$ cat src/rtl/pipe_latch_elastic.sv
// Elastic DEPTH-entry in-order stage with hazard control (00 normal, 01 squash, 10 stall, 11 stall+bubble).
// Latency 1 cycle (no bypass); in_ready depends only on count/ctr; full blocks same-cycle refill.
// Optional stall/bubble cycle counter built when PIPE_LATCH_STATS_EN is defined.
module pipe_latch_elastic #(
    parameter int WIDTH = 32,
    parameter int DEPTH = 2,
    parameter int CW    = $clog2(DEPTH + 1)
) (
    input  logic             clk,
    input  logic             rst,
    input  logic [1:0]       ctr,
    input  logic             in_valid,
    output logic             in_ready,
    input  logic [WIDTH-1:0] in_data,
    output logic             out_valid,
    input  logic             out_ready,
    output logic [WIDTH-1:0] out_data,
    output logic [CW-1:0]    count,
    output logic [15:0]      stall_cycles
);

    localparam int AW = $clog2(DEPTH);
    localparam logic [CW-1:0] FULL = CW'(DEPTH);

    logic [WIDTH-1:0] mem [DEPTH];
    logic [AW-1:0]    wp_q, wp_d, rp_q, rp_d;
    logic [CW-1:0]    count_q, count_d;
    logic             push, pop, squash;

    assign squash    = (ctr == 2'b01);
    assign in_ready  = !rst && (count_q < FULL) && !ctr[1];
    assign out_valid = !rst && (count_q != '0) && (ctr != 2'b10);
    // Empty buffer presents a zero-payload bubble; stall does not mask data.
    assign out_data  = (count_q != '0) ? mem[rp_q] : '0;
    assign count     = count_q;
    assign push      = in_valid && in_ready;
    assign pop       = out_valid && out_ready;

    always_comb begin
        wp_d    = wp_q;
        rp_d    = rp_q;
        count_d = count_q;
        if (squash) begin
            count_d = '0;
            rp_d    = wp_q;
        end else begin
            if (push) wp_d = wp_q + AW'(1);
            if (pop)  rp_d = rp_q + AW'(1);
            case ({push, pop})
                2'b10:   count_d = count_q + CW'(1);
                2'b01:   count_d = count_q - CW'(1);
                default: count_d = count_q;
            endcase
        end
    end

    always_ff @(posedge clk) begin
        if (rst) begin
            wp_q    <= '0;
            rp_q    <= '0;
            count_q <= '0;
        end else begin
            wp_q    <= wp_d;
            rp_q    <= rp_d;
            count_q <= count_d;
        end
    end

    always_ff @(posedge clk) begin
        if (push && !squash) mem[wp_q] <= in_data;
    end

`ifdef PIPE_LATCH_STATS_EN
    logic [15:0] stall_q;

    // Saturating; squash leaves it alone, only reset clears it.
    always_ff @(posedge clk) begin
        if (rst) begin
            stall_q <= '0;
        end else if (ctr[1] && (stall_q != 16'hFFFF)) begin
            stall_q <= stall_q + 16'd1;
        end
    end

    assign stall_cycles = stall_q;
`else
    assign stall_cycles = '0;
`endif

endmodule

$ cat config.mk
export PLATFORM = sky130hd
export DESIGN_NAME = pipe_latch_elastic
export DESIGN_NICKNAME = d
export VERILOG_FILES = /design/src/rtl/pipe_latch_elastic.sv
export SDC_FILE = /design/constraint.sdc
export NUM_CORES = 1
export LEC_CHECK = 0
export CORE_ASPECT_RATIO = 0.5
export CORE_UTILIZATION = 30
export CTS_CLUSTER_SIZE = 14
export DETAILED_ROUTE_END_ITERATION = 7
export PLACE_DENSITY = 0.59
export SETUP_SLACK_MARGIN = 0.02
export SYNTH_ARGS = -nofsm -noshare
export SYNTH_HDL_FRONTEND = slang
export SYNTH_SLANG_ARGS = --single-unit
$ cat constraint.sdc
create_clock -name clk -period 4.05 [get_ports clk]
set_clock_uncertainty 0.1 [all_clocks]
set_input_delay 0.6075 -clock clk [delete_from_list [all_inputs] [get_ports clk]]
set_output_delay 0.6075 -clock clk [all_outputs]
set_load 0.02 [all_outputs]
==> metrics.txt, run 1 <==
chip width=138.4 microns; Min Hold Slack=424.6 ps; worst hold stages=2; initial core utilization=0.3150; unrepaired setup endpoints after global routing=false; status=finished with violations; sequential area share after synthesis=0.7247; GRT Residual Overflow=0; final setup fails=0; Worst EP required=3340 ps; Placer Congestion=0.6944; Final TNS setup=0 ps; WP depth=3; Area contributors post-synth=edfxtp_1 69%, mux2i_1 11%, nor2_1 4.6%; violated checks=design-rule violations; R2R cell count=4; register bit total from synthesis=69; Max-Cap Viols=0; number of global-route vias before repair=approximately 1700; via/cell ratio=4.207; Syn Area/Cell=around 15 sq um; leakage power=1.290 nW; Reg clk slew, reported paths=50 ps; R2R Setup Slk=1900 ps; Ports=90; worst slack, placed=954.9 ps; layout cell share with drive strength beyond 1=0.07925; DRT Wirelength=4.956 mm; largest net degree at the start of global routing=33; Slew Limit Fails=0; FMAX=0.3329 GHz; detailed placement HPWL=3.321 mm; Num CTS Buffers=9; Final Hold Viols=0; Worst path slowest cell=dfxtp_2; count leader, synth=edfxtp_1; initial antenna violation count=0; Synth area leader=edfxtp_1; DIE AREA=0.009714 sq mm; wire length per cell=12.97 microns; Worst setup EP type=primary output; Die Y=70.20 microns; crit path kind=flop to primary output; DRT Pass-1 Iters=6; fill count=approximately 790; post-CTS setup buffers=0; crit path launch type=flop; CTS H-tree depth=3; Worst Tran Pin Value=1020 ps; Netlist Area Pre-Place=0.002790 sq mm; minimum clock period=3004 ps; Synth Flop Type=edfxtp_1; Yosys cell types=25; Sink Count=69; # hold bufs at CTS=0; Mapped Cells=183; CP peak stage delay=just under 1000 ps; Hold Crit Class=flop to flop; YS warnings=0; Post-synth EDFFs=64; antenna diode instance count=0; Cell Chain, Critical Path=mux2i_1 -> nor2_1 -> clkdlybuf4s50_1; VDD IR max=0.0002642 V; Net count, final=300; later-pin clock latency in the skew report=320 ps; most instantiated cells after synthesis=64 x edfxtp_1, 34 x nor2_1, 32 x mux2i_1, 16 x buf_4, 5 x dfxtp_1; Buf+Inv Stages, Crit Path=1; clock buffer depth=2; Crit path arrival time=2300 ps; GRT Total Usage=0.1123; fin crit share=0.7416; DRC Markers=10; via count=1607; delay-heaviest family, CP=flip-flops; number of port buffers=between 70 and 80; Root Buffer=clkbuf_16; post-synthesis async set-or-reset flop share=0; CTS tree=built; final setup margin=1046 ps; fin util=0.4391; PD cells=432.2 mW/mm^2; top-area cell type share of the netlist area=0.6888; area grow syn2layout=39.42%; Worst Path Max Fanout=32; first-pass GRT wire length=8.142 mm; Iteration-0 DRC Markers=between 80 and 90; num rows=24; max_slew headroom=0.3201; PostCTS Resize Cnt=0; CORE AREA=0.008859 sq mm; Routed Antenna Nets=0
cell families after synthesis:
kind of cell               after synthesis  share of synthesized area
xor gates and xnor gates                 2                   0.006279
and+or+nand+nor                         45                    0.07220
muxes                                   32                     0.1148
DFF                                     69                     0.7247
buffers and inverters                   26                    0.06054
other                                    1                   0.001344
adders and majority gates                1                   0.004484
AOI/OAI and AO/OA                        7                    0.01569
state kept, by name, summed over array words and instances, names as in the netlist, named ones only:
signal and cells:
count 2, mem 64, rp_q 1, wp_q 1
metal layers:
layer  track usage  up-vias  wire length [microns]  share of wire
met5             0        -                      0              0
met1        0.1163      781                   1968           0.40
li1              -      789                      -              -
met3       0.04184        5                    215          0.043
met2        0.2059       32                   2701           0.54
met4       0.04869        0                     70          0.014
tightest hold or removal path, cell delays in order (launching register included):
cell and delay, ps:
dfxtp_1 310, o31ai_1 60, a311oi_1 110
power breakdown:
group | switching (mW) | internal (mW)
combinational | 0.0663 | 0.0732
sequential | 0.0141 | 0.793
clock | 0.264 | 0.471
total | 0.345 | 1.34
cell usage in the layout (no fill, tap or decap), types with 2 or more instances in the layout:
master,instances
o21ai_0,3
dfxtp_1,4
nor2_1,33
or3_1,2
buf_4,3
inv_1,2
mux2i_1,32
nor3_1,4
conb_1,16
clkdlybuf4s50_1,73
edfxtp_1,64
clkinvlp_4,3
clkbuf_16,9
per-stage QoR:
stage	instances	area, sq um	total power, mW
after detailed placement	367	3600	0.9630
after CTS	382	3890	1.701
after floorplan	198	2851	0.8987
after global placement	367	3600	0.9600
final	382	3890	1.681
after global routing	382	3890	1.741
layout make-up:
class                   count  area (sq um)  share of cell area
flip-flops and latches     69          2023              0.5201
repair buffers             76         753.2              0.1936
multi-input cells         103         669.4              0.1721
clock buffers               9         225.2             0.05790
well taps                 117         146.4             0.03763
clock inverters             6         65.06             0.01673
inverters                   2         7.507            0.001930
final timing paths:
kind                              start                   to
hold reg to reg       rp_q$_SDFFE_PP0P_                 flop
setup / recovery                   flop          out_data[0]
hold / removal        rp_q$_SDFFE_PP0P_                 flop
setup reg to reg  count[1]$_SDFFE_PP0P_  mem[0][2]$_DFFE_PP_
Note: power is estimated with default switching activity, not from simulation.
==> inputs of run 2 (changes only) <==
==> constraint.sdc (replaced) <==
create_clock -name clk -period 2.65 [get_ports clk]
set_clock_uncertainty 0.1 [all_clocks]
set_input_delay 0.3975 -clock clk [delete_from_list [all_inputs] [get_ports clk]]
set_output_delay 0.3975 -clock clk [all_outputs]
set_load 0.02 [all_outputs]
==> metrics.txt, run 2 (synthesized netlist as in run 1, its figures left out) <==
later-pin clock latency in the skew report=320 ps; CP peak stage delay=about 550 ps; Hold Crit Class=flop to flop; detailed placement HPWL=3.852 mm; PD cells=between 600 and 700 mW/mm^2; DRT Wirelength=5.337 mm; Total Power=around 2.5 mW; via/cell ratio=~4.4; number of port buffers=73; crit path launch type=flop; most common cell after layout, fill and taps aside=clkdlybuf4s50_1; Sink Count=69; Slew Limit Fails=0; Placer Congestion=0.7290; Max-Cap Viols=0; DRC Markers=12; Placed Cells=376; final cell count without fillers=390; final setup fails=0; Root Buffer=clkbuf_16; switching power=about 510 uW; CTS tree=built; clock buffer depth=2; post-CTS setup buffers=0; minimum clock period=2467 ps; layout cell share with drive strength beyond 1=0.1026; Worst Path Max Fanout=20; GRT Total Usage=0.1190; Flop pwr share=0.498; Die Y=70.20 microns; via count=1697; Final TNS setup=0 ps; unrepaired setup endpoints after global routing=false; first-pass GRT wire length=8.611 mm; DIE AREA=0.009714 sq mm; leakage power=1.340 nW; status=finished with violations; Num CTS Buffers=9; Final Hold Viols=0; Internal=1.950 mW; logic gate share of total power=0.097; initial antenna violation count=0; Worst setup EP type=primary output; Largest Register=mem; worst slack, placed=around 84 ps; Reg clk slew, reported paths=50 ps; GRT Residual Overflow=0; Cell Chain, Critical Path=nor2_4 -> buf_4 -> nor2_1 -> clkdlybuf4s50_1; Net count, final=309; DRT Pass-1 Iters=6; fin crit share=0.9310; area grow syn2layout=41.39%; Iteration-0 DRC Markers=123; number of global-route vias before repair=1800; CORE AREA=roughly 0.0089 sq mm; FMAX=between 0.4 and 0.5 GHz; clock network power share=0.405; chip width=138.4 microns; switching share of power=0.2062; Min Hold Slack=425.2 ps; Crit path arrival time=1970 ps; num rows=24; Worst EP required=2150 ps; violated checks=design-rule violations; largest net degree at the start of global routing=21; wire length per cell=between 10 and 15 microns; fill count=774; Routed Antenna Nets=0; Worst path slowest cell=clkdlybuf4s50_1; most frequent cells in the layout=73 x clkdlybuf4s50_1, 64 x edfxtp_1, 33 x nor2_1; Ports=90; final setup margin=182.8 ps; crit path kind=flop to primary output; max reg flops=64; initial core utilization=0.3150; CTS H-tree depth=3; VDD IR max=0.0003285 V; antenna diode instance count=0
[run 2: cell count changes in the layout (fill, tap and decap cells not counted), sizes merged]
cell and change:
clkinv +1, bufinv -1, clkbuf +2, clkinvlp -3, buf +9
[run 2: per-stage QoR]
stage / instance area [sq um] / util
5_1_grt: 3945 / 0.4453
3_5_place_dp: 3692 / 0.4168
4_1_cts: 3945 / 0.4453
6_report: 3945 / 0.4453
3_3_place_gp: 3692 / 0.4168
2_1_floorplan: 2858 / -
[run 2: timing repair]
action | in CTS | in global routing
gates resized for setup | 1 | 0
hold buffers | 0 | 0
setup endpoints to repair | 14 | 0
[run 2: layer usage]
metal | vias up | track usage | share of wire
met5 | - | 0 | 0
met4 | 0 | 0.06117 | 0.019
met3 | 9 | 0.04047 | 0.047
met2 | 55 | 0.2155 | 0.53
met1 | 822 | 0.1246 | 0.40
li1 | 811 | - | -
[run 2: worst max-delay path, delay by kind of cell, from the launching register on]
family,cells,cell delay (ps)
DFF,1,330
buffers and inverters,2,840
and+or+nand+nor,2,480
[run 2: cell type report]
cell class                      count  area [sq um]  area share
Tap cell                          117         146.4     0.03711
Sequential cell                    69          2023      0.5128
Clock buffer                       11         232.7     0.05899
Inverter                            2         7.507    0.001903
Clock inverter                      3         15.01    0.003806
Timing Repair Buffer               85         845.8      0.2144
Multi-Input combinational cell    103         674.4      0.1709
[run 2: power groups by stage]
stage          Clock, mW  Combinational (mW)  Sequential, mW
3_3_place_gp           0               0.236            1.24
2_1_floorplan          0               0.134            1.24
6_report           0.995               0.239            1.22
4_1_cts             1.03               0.242            1.22
5_1_grt             1.07               0.256            1.22
3_5_place_dp           0               0.240            1.24
[run 2: path summary, 6_finish.rpt]
check	startpoint	to	slack (ps)	cells after the start
setup / recovery	count[0]$_SDFFE_PP0P_	out_data[14]	180	4
hold / removal	wp_q$_SDFFE_PP0P_	wp_q$_SDFFE_PP0P_	430	2
setup reg to reg	count[1]$_SDFFE_PP0P_	mem[0][28]$_DFFE_PP_	520	5
hold reg to reg	wp_q$_SDFFE_PP0P_	wp_q$_SDFFE_PP0P_	430	2
==> inputs of run 3 (changes only) <==
--- a/config.mk
+++ b/config.mk
@@ -5,12 +5,13 @@
 export SDC_FILE = /design/constraint.sdc
 export NUM_CORES = 1
 export LEC_CHECK = 0
+export ABC_AREA = 1
 export CORE_ASPECT_RATIO = 0.5
 export CORE_UTILIZATION = 30
 export CTS_CLUSTER_SIZE = 14
 export DETAILED_ROUTE_END_ITERATION = 7
 export PLACE_DENSITY = 0.59
-export SETUP_SLACK_MARGIN = 0.02
+export SETUP_SLACK_MARGIN = 0.3
 export SYNTH_ARGS = -nofsm -noshare
 export SYNTH_HDL_FRONTEND = slang
 export SYNTH_SLANG_ARGS = --single-unit
==> metrics.txt, run 3 <==
most common cell after layout, fill and taps aside=nand2_1; Mapped Cells=231; detailed placement HPWL=3.803 mm; Reg clk slew, reported paths=50 ps; via/cell ratio=4.344; num rows=24; FMAX=0.4272 GHz; Worst setup EP type=primary output; chip width=138.8 microns; unrepaired setup endpoints after global routing=false; Max-Cap Viols=0; initial antenna violation count=0; Syn Area/Cell=12.14 sq um; Synth area leader=edfxtp_1; initial core utilization=0.3156; top-area cell type share of the netlist area=0.6851; fin crit share=0.8834; violated checks=design-rule violations; most frequent cells in the layout=74 x nand2_1, 64 x edfxtp_1, 43 x clkdlybuf4s50_1; DRT Wirelength=5.967 mm; leakage power=approximately 1.8 nW; number of port buffers=73; Crit path arrival time=1840 ps; worst slack, placed=approximately 280 ps; Min Hold Slack=approximately 440 ps; R2R Setup Slk=820 ps; Synth Flop Type=edfxtp_1; clock buffer depth=2; Slew Limit Fails=0; Netlist Area Pre-Place=~0.0028 sq mm; Yosys cell types=19; antenna diode instance count=0; VDD IR max=0.0003971 V; CTS H-tree depth=3; final setup fails=0; Num CTS Buffers=9; Ports=90; later-pin clock latency in the skew report=about 320 ps; sequential area share after synthesis=0.7208; crit path kind=input port to primary output; GRT Residual Overflow=0; Sink Count=69; final setup margin=308.9 ps; wire length per cell=around 14 microns; first-pass GRT wire length=~9.7 mm; YS warnings=0; DIE AREA=0.009765 sq mm; CORE AREA=0.008889 sq mm; PD cells=704.4 mW/mm^2; count leader, synth=nand2_1; max reg flops=64; Die Y=70.38 microns; Final TNS setup=0 ps; DRC Markers=4; Largest Register=mem; Placed Cells=416; Routed Antenna Nets=0; placed standard-cell area=about 0.0037 sq mm; Net count, final=353; most instantiated cells after synthesis=74 x nand2_1, 64 x edfxtp_1, 35 x a21oi_1, 19 x buf_4, 8 x inv_1; Worst EP required=2150 ps; layout cell share with drive strength beyond 1=0.1097; CTS tree=built; post-route cell area=around 0.0041 sq mm; final cell count without fillers=436; minimum clock period=2341 ps; Final Hold Viols=0; area grow syn2layout=45.94%; status=finished with violations; register bit total from synthesis=69; DRT Pass-1 Iters=6; number of global-route vias before repair=2019; post-synthesis async set-or-reset flop share=0; largest net degree at the start of global routing=33; GRT Total Usage=0.1315; Root Buffer=clkbuf_16; via count=1894; Post-synth EDFFs=between 60 and 70; Worst Path Max Fanout=4; crit path launch type=input port; Area contributors post-synth=edfxtp_1 69%, nand2_1 9.9%, a21oi_1 6.2%; Iteration-0 DRC Markers=160; Hold Crit Class=flop to flop; Placer Congestion=about 0.71
[run 3: changes by cell type in the layout (fill, tap and decap cells not counted), moves of 17 or more]
cell,change
mux2i_1,-32
clkdlybuf4s50_1,-30
dlymetal6s2s_1,+17
nor2_1,-28
a21oi_1,+34
nand2_1,+74
[run 3: through the flow]
| stage | power [mW] | utilization |
|---|---|---|
| after detailed placement | 1.464 | 0.4113 |
| after global placement | 1.458 | 0.4113 |
| final | 2.884 | 0.4606 |
| after floorplan | 1.360 | - |
| after global routing | 2.980 | 0.4606 |
| after CTS | 2.912 | 0.4552 |
[run 3: routing by layer]
layer	share of wire	vias up	track usage
li1	-	929	-
met1	0.41	915	0.1430
met2	0.54	45	0.2482
met3	0.038	5	0.03909
met4	0.0099	0	0.04074
met5	0	-	0
[run 3: layout make-up]
type	instances	area (sq um)
Fill cell	796	4795
Sequential cell	69	2024
Timing Repair Buffer	82	874.6
Multi-Input combinational cell	144	655.6
Clock buffer	10	229.0
Tap cell	117	146.4
Clock inverter	6	133.9
Inverter	8	30.03
[run 3: worst paths after layout]
kind | start | end | cells past startpoint
max | rst | in_ready | 3
min | count[0]$_SDFFE_PP0P_ | count[0]$_SDFFE_PP0P_ | 2
max reg2reg | count[1]$_SDFFE_PP0P_ | count[0]$_SDFFE_PP0P_ | 7
min reg2reg | count[0]$_SDFFE_PP0P_ | count[0]$_SDFFE_PP0P_ | 2
[run 3: power breakdown]
| part | total (mW) | switching, mW | internal, mW |
|---|---|---|---|
| clock | 1.44 | 0.426 | 1.02 |
| sequential | 1.21 | 0.00704 | 1.21 |
| combinational | 0.229 | 0.127 | 0.102 |
[run 3: logic make-up (layout without fill, tap and decap cells)]
family | count (synthesis) | after routing | synth area share
other | 1 | 16 | 0.001337
flip-flops | 69 | 69 | 0.7208
AND/OR/NAND/NOR | 91 | 92 | 0.1369
buffers and inverters | 34 | 106 | 0.07404
adder cells (fa/ha/maj) | 1 | 1 | 0.004460
AO/OA/AOI/OAI | 35 | 35 | 0.06244
[run 3: repair_timing]
item,CTS,global route
gates cloned,1,0
hold endpoints to repair,0,0
buffers inserted,3,0
gates resized for setup,19,18
endpoints found under the setup margin,33,20
hold buffers,0,0
pin swaps,1,0
[run 3: worst max-delay path, stage by stage]
cell             delay [ps]
clkdlybuf4s50_1         520
nor3_4                  280
clkdlybuf4s50_1         640
